**src/rtl/id_ex_pipeline_register.sv**
```systemverilog
// ID/EX boundary register: captures decoded operands and control, inserts a
// single bubble on a load-use dependency, and honours downstream stall and flush.
module id_ex_pipeline_register #(
  parameter int data_width    = 16,
  parameter int address_width = 3,
  parameter int ctrl_width    = 8
) (
  input  logic                     clk,
  input  logic                     rst,
  input  logic                     id_valid,
  input  logic [data_width-1:0]    id_read_data1,
  input  logic [data_width-1:0]    id_read_data2,
  input  logic [data_width-1:0]    id_imm,
  input  logic [address_width-1:0] id_src1,
  input  logic [address_width-1:0] id_src2,
  input  logic                     id_src1_used,
  input  logic                     id_src2_used,
  input  logic [address_width-1:0] id_dest,
  input  logic                     id_reg_write,
  input  logic                     id_mem_read,
  input  logic [ctrl_width-1:0]    id_ctrl,
  input  logic                     flush,
  input  logic                     ex_stall,
  output logic                     ex_valid,
  output logic [data_width-1:0]    ex_read_data1,
  output logic [data_width-1:0]    ex_read_data2,
  output logic [data_width-1:0]    ex_imm,
  output logic [address_width-1:0] ex_dest,
  output logic                     ex_reg_write,
  output logic                     ex_mem_read,
  output logic [ctrl_width-1:0]    ex_ctrl,
  output logic                     id_hold,
  output logic [7:0]               bubble_count
);

  logic                     valid_q, valid_d;
  logic [data_width-1:0]    rd1_q, rd1_d;
  logic [data_width-1:0]    rd2_q, rd2_d;
  logic [data_width-1:0]    imm_q, imm_d;
  logic [address_width-1:0] dest_q, dest_d;
  logic                     reg_write_q, reg_write_d;
  logic                     mem_read_q, mem_read_d;
  logic [ctrl_width-1:0]    ctrl_q, ctrl_d;
  logic [7:0]               bubble_count_q, bubble_count_d;
  logic                     hazard;

  // Only a valid load in EX can create a dependency; register 0 is an ordinary register.
  always_comb begin
    hazard = id_valid & valid_q & mem_read_q & reg_write_q &
             ((id_src1_used & (id_src1 == dest_q)) |
              (id_src2_used & (id_src2 == dest_q)));
    id_hold = !flush & (ex_stall | hazard);
  end

  always_comb begin
    valid_d        = valid_q;
    rd1_d          = rd1_q;
    rd2_d          = rd2_q;
    imm_d          = imm_q;
    dest_d         = dest_q;
    reg_write_d    = reg_write_q;
    mem_read_d     = mem_read_q;
    ctrl_d         = ctrl_q;
    bubble_count_d = bubble_count_q;
    if (flush) begin
      valid_d     = 1'b0;
      reg_write_d = 1'b0;
      mem_read_d  = 1'b0;
      ctrl_d      = '0;
    end else if (ex_stall) begin
      valid_d = valid_q;
    end else if (hazard) begin
      valid_d     = 1'b0;
      reg_write_d = 1'b0;
      mem_read_d  = 1'b0;
      ctrl_d      = '0;
      if (bubble_count_q != 8'hFF) begin
        bubble_count_d = bubble_count_q + 8'd1;
      end
    end else begin
      valid_d     = id_valid;
      rd1_d       = id_read_data1;
      rd2_d       = id_read_data2;
      imm_d       = id_imm;
      dest_d      = id_dest;
      // An empty decode slot must not carry live control into EX.
      reg_write_d = id_valid & id_reg_write;
      mem_read_d  = id_valid & id_mem_read;
      ctrl_d      = id_valid ? id_ctrl : '0;
    end
  end

  always_ff @(posedge clk or posedge rst) begin
    if (rst) begin
      valid_q        <= 1'b0;
      rd1_q          <= '0;
      rd2_q          <= '0;
      imm_q          <= '0;
      dest_q         <= '0;
      reg_write_q    <= 1'b0;
      mem_read_q     <= 1'b0;
      ctrl_q         <= '0;
      bubble_count_q <= 8'd0;
    end else begin
      valid_q        <= valid_d;
      rd1_q          <= rd1_d;
      rd2_q          <= rd2_d;
      imm_q          <= imm_d;
      dest_q         <= dest_d;
      reg_write_q    <= reg_write_d;
      mem_read_q     <= mem_read_d;
      ctrl_q         <= ctrl_d;
      bubble_count_q <= bubble_count_d;
    end
  end

  assign ex_valid      = valid_q;
  assign ex_read_data1 = rd1_q;
  assign ex_read_data2 = rd2_q;
  assign ex_imm        = imm_q;
  assign ex_dest       = dest_q;
  assign ex_reg_write  = reg_write_q;
  assign ex_mem_read   = mem_read_q;
  assign ex_ctrl       = ctrl_q;
  assign bubble_count  = bubble_count_q;

endmodule

```
**config.mk**
```make
export PLATFORM = sky130hd
export DESIGN_NAME = id_ex_pipeline_register
export DESIGN_NICKNAME = d
export VERILOG_FILES = /design/src/rtl/id_ex_pipeline_register.sv
export SDC_FILE = /design/constraint.sdc
export NUM_CORES = 1
export LEC_CHECK = 0
export ABC_CLOCK_PERIOD_IN_PS = 5400
export CAP_MARGIN = 40
export CORE_ASPECT_RATIO = 0.7
export CORE_UTILIZATION = 43
export DETAILED_ROUTE_END_ITERATION = 6
export PLACE_DENSITY_LB_ADDON = 0.3
export SLEW_MARGIN = 25
export SYNTH_ARGS = -nofsm -noshare
export SYNTH_HDL_FRONTEND = slang
export SYNTH_SLANG_ARGS = --single-unit
```
**constraint.sdc**
```tcl
create_clock -name clk -period 5.4 [get_ports clk]
set_clock_uncertainty 0.1 [all_clocks]
set_input_delay 1.08 -clock clk [delete_from_list [all_inputs] [get_ports clk]]
set_output_delay 1.08 -clock clk [all_outputs]
set_load 0.01 [all_outputs]
```
==> flow_summary_export.csv <==
group,metric,value,unit
timing,post-route-period-util,79.70,%
worst_setup_path,startpoint_type,"primary input",
route,vias,2199,
route,drc,0,
power,pwr-share-comb,24.4,%
place,dp_hpwl,5077,um
logic_synthesis,synth_compound_area_share,2.743,%
floorplan,core,6756,um2
finish,multi_input_area,1167,um2
power,pwr-share-clk,29.7,%
cts,clkSlewWorstSetupHoldPaths,70,ps
finish,area_delta_synth_final,56.57,%
finish,final-seq-area,1752,um2
cts,root_buffer,"clkbuf_8",
worst_setup_path,critPathMaxFanout,21,
logic_synthesis,synthSimpleGateAreaFrac,9.975,%
power,leakagePower,1.954,nW
worst_setup_path,worstPathCellList,"clkdlybuf4s50_1 -> nand4_1 -> a21oi_2 -> buf_4 -> nor2_1 -> nor2_1 -> clkdlybuf4s50_1",
global_route,grt_pass1_vias,2238,
place,gp_congestion,0.7105,
floorplan,dieArea,7345,um2
route,viasPerCell,4.854,
cts,cts_max_path_buffers,2,
floorplan,die_x,102.0,um
run,maxCapViolations,0,
floorplan,rows,25,
logic_synthesis,synth_mux_area_share,22.44,%
timing,worstMarginPinSlew,817.5,ps
worst_setup_path,slowest_stage,"clkdlybuf4s50_1",
power,p_sw,0.3361,mW
cts,cts_tree,"yes",
global_route,grt_start_max_net_pins,33,
power,power,1.348,mW
power,power.density,285.9,nW/um2
power,p_int,1.011,mW
worst_setup_path,slowest_delay,760,ps
global_route,grt-ovfl-total,0,
cts,hold_buffers,0,
cts,cts.repair.resized,0,
global_route,grt_pass1_wl,11050,um
global_route,grt_usage,20.00,%
logic_synthesis,yosys_warnings,0,
finish,drive_gt1_share,20.61,%
cts,clock_latency,340,ps
route,wire_per_inst,15.81,um
logic_synthesis,syn-cell-area,3010,um2
finish,final_cell_mix,"144 x clkdlybuf4s50_1, 70 x dfrtp_1, 30 x mux2_2",
power,peakVddDrop,219.7,uV
route,wl,7163,um
power,p_sw_share,24.94,%
worst_setup_path,worstReg2RegStart,"ex_dest[2]",
finish,final_common_cell,"clkdlybuf4s50_1",
route,first_pass_iters,4,
finish,layout.nets,429,
global_route,antenna_found_initial,0,
logic_synthesis,synth_top_flop_cell,"dfrtp_1",
timing,hold_viol,0,
route,drt_iter0_markers,50,
logic_synthesis,synth_edf_count,0,
route,ant_nets,0,
timing,setup_viol,0,
timing,fmax,0.2323,GHz
timing,finalMaxSlewViolations,0,
logic_synthesis,synth_xor_area_share,3.200,%
timing,rsz0062_at_grt,"false",
logic_synthesis,ys_ff_latch,70,
timing,tns,0,ps
logic_synthesis,synth_top_family_by_area,"multiplexers",
run_status,status,"completed",
logic_synthesis,synth.distinct_cells,28,
floorplan,num_io_pins,145,
logic_synthesis,synth_largest_area_cell,"dfrtp_1",
floorplan,start_util,44.56,%
floorplan,die_h,72.01,um
worst_hold_path,worstHoldPathType,"register to register",
worst_setup_path,critical_path_class,"primary input to primary output",
logic_synthesis,syn_nets,280,
finish,diodes,0,
worst_setup_path,end_kind,"primary output",
cts,cts.htree.levels,3,
timing,relSlewSlack,45.33,%
cts,cts.sinks,70,
logic_synthesis,synthArstFlopShare,100.0,%
worst_setup_path,worstPathRequired,4220,ps
logic_synthesis,netlist_instances,205,
worst_setup_path,cp-startpoint,"id_valid",
logic_synthesis,syn_avg_cell_area,14.68,um2
logic_synthesis,synthTopCellsByArea,"dfrtp_1 58%, mux2_2 11%, mux2_4 10%",
logic_synthesis,seq_area_frac_synth,58.19,%
logic_synthesis,netlist.area_leader.share,58.19,%
cts,cts_buffers,9,
worst_hold_path,hp-start,"ex_read_data2[0]",
worst_setup_path,crit_arrival,3120,ps
timing,period_minus_slack,4304,ps
logic_synthesis,synthAdderAreaFrac,0.4156,%
place,portBuffers,144,
power,seqPwrFrac,45.9,%
finish,num-fill-cells,505,
cts,cts_setup_buffers,0,
-- cell type report --
| cell class | instances | area share [%] |
|---|---|---|
| sequential | 70 | 37.16 |
| timing repair buffer | 149 | 31.64 |
| multi-input combinational | 123 | 24.77 |
| clock buffer | 11 | 2.787 |
| tap | 94 | 2.495 |
| clock inverter | 5 | 1.062 |
| inverter | 1 | 0.07964 |
-- power by group through the flow --
| stage | clock [mW] | combinational, mW | sequential, mW |
|---|---|---|---|
| global placement | 0 | 0.324 | 0.625 |
| floorplan | 0 | 0.104 | 0.654 |
| finish | 0.401 | 0.328 | 0.619 |
| global route | 0.435 | 0.350 | 0.626 |
| CTS | 0.412 | 0.332 | 0.619 |
| detailed placement | 0 | 0.330 | 0.628 |
-- cell usage after synthesis, types with 2 or more instances --
cell type,n
dfrtp_1,70
buf_6,6
nand2_1,11
clkbuf_1,4
nand4bb_1,10
mux2_2,30
xnor2_1,10
mux2_4,21
nand4_1,7
nor2_1,4
and3_1,2
mux2_1,2
a21oi_1,11
nand3_1,3
-- logic make-up after synthesis --
group	Yosys count
flip-flops	70
multiplexers	53
AND/OR/NAND/NOR	43
AO/OA/AOI/OAI	15
buffers and inverters	12
XOR/XNOR	11
adder cells (fa/ha/maj)	1
-- through the flow --
step                      cell area [um2]  hold WS, ps  worst slack (ps)  instances  utilization [%]
after global routing                 4713        416.1             954.5        453            69.76
final                                4713        396.2              1096        453            69.76
after global placement               4512        367.5              1159        436            66.78
after detailed placement             4532        379.9              1142        437            67.07
after floorplan                      3010        428.8              2300        205                -
after CTS                            4713        404.2              1124        453            69.76
-- routing by layer --
layer	vias to the layer above	routed length (um)	track usage, %
met1	1063	3053	25.36
met3	5	870	10.40
li1	1033	-	-
met2	98	3184	29.53
met5	-	0	0
met4	0	55	6.667
-- final timing paths --
path / endpoint / slack [ps] / cells past startpoint
worst max-delay path: id_hold / 1100 / 7
worst min-delay path: ex_read_data2[0] / 400 / 1
worst max register to register: ex_read_data2[3] / 3220 / 7
worst min register to register: ex_read_data2[0] / 400 / 1
max in group asynchronous: ex_imm[10] / 3440 / 4
min in group asynchronous: ex_imm[3] / 870 / 2
-- worst max-delay path: cells and delay by family --
kind                   cells  cell delay (ps)
buffers and inverters      3             1550
and+or+nand+nor            3              350
AOI/OAI and AO/OA          1              140
-- registers in the layout, indices dropped and copies added, names as in the netlist --
name           flops
ex_read_data2     16
ex_imm            16
ex_mem_read        1
ex_read_data1     16
ex_reg_write       1
ex_valid           1
ex_dest            3
ex_ctrl            8
bubble_count       8
(Power assumes the default switching activity.)
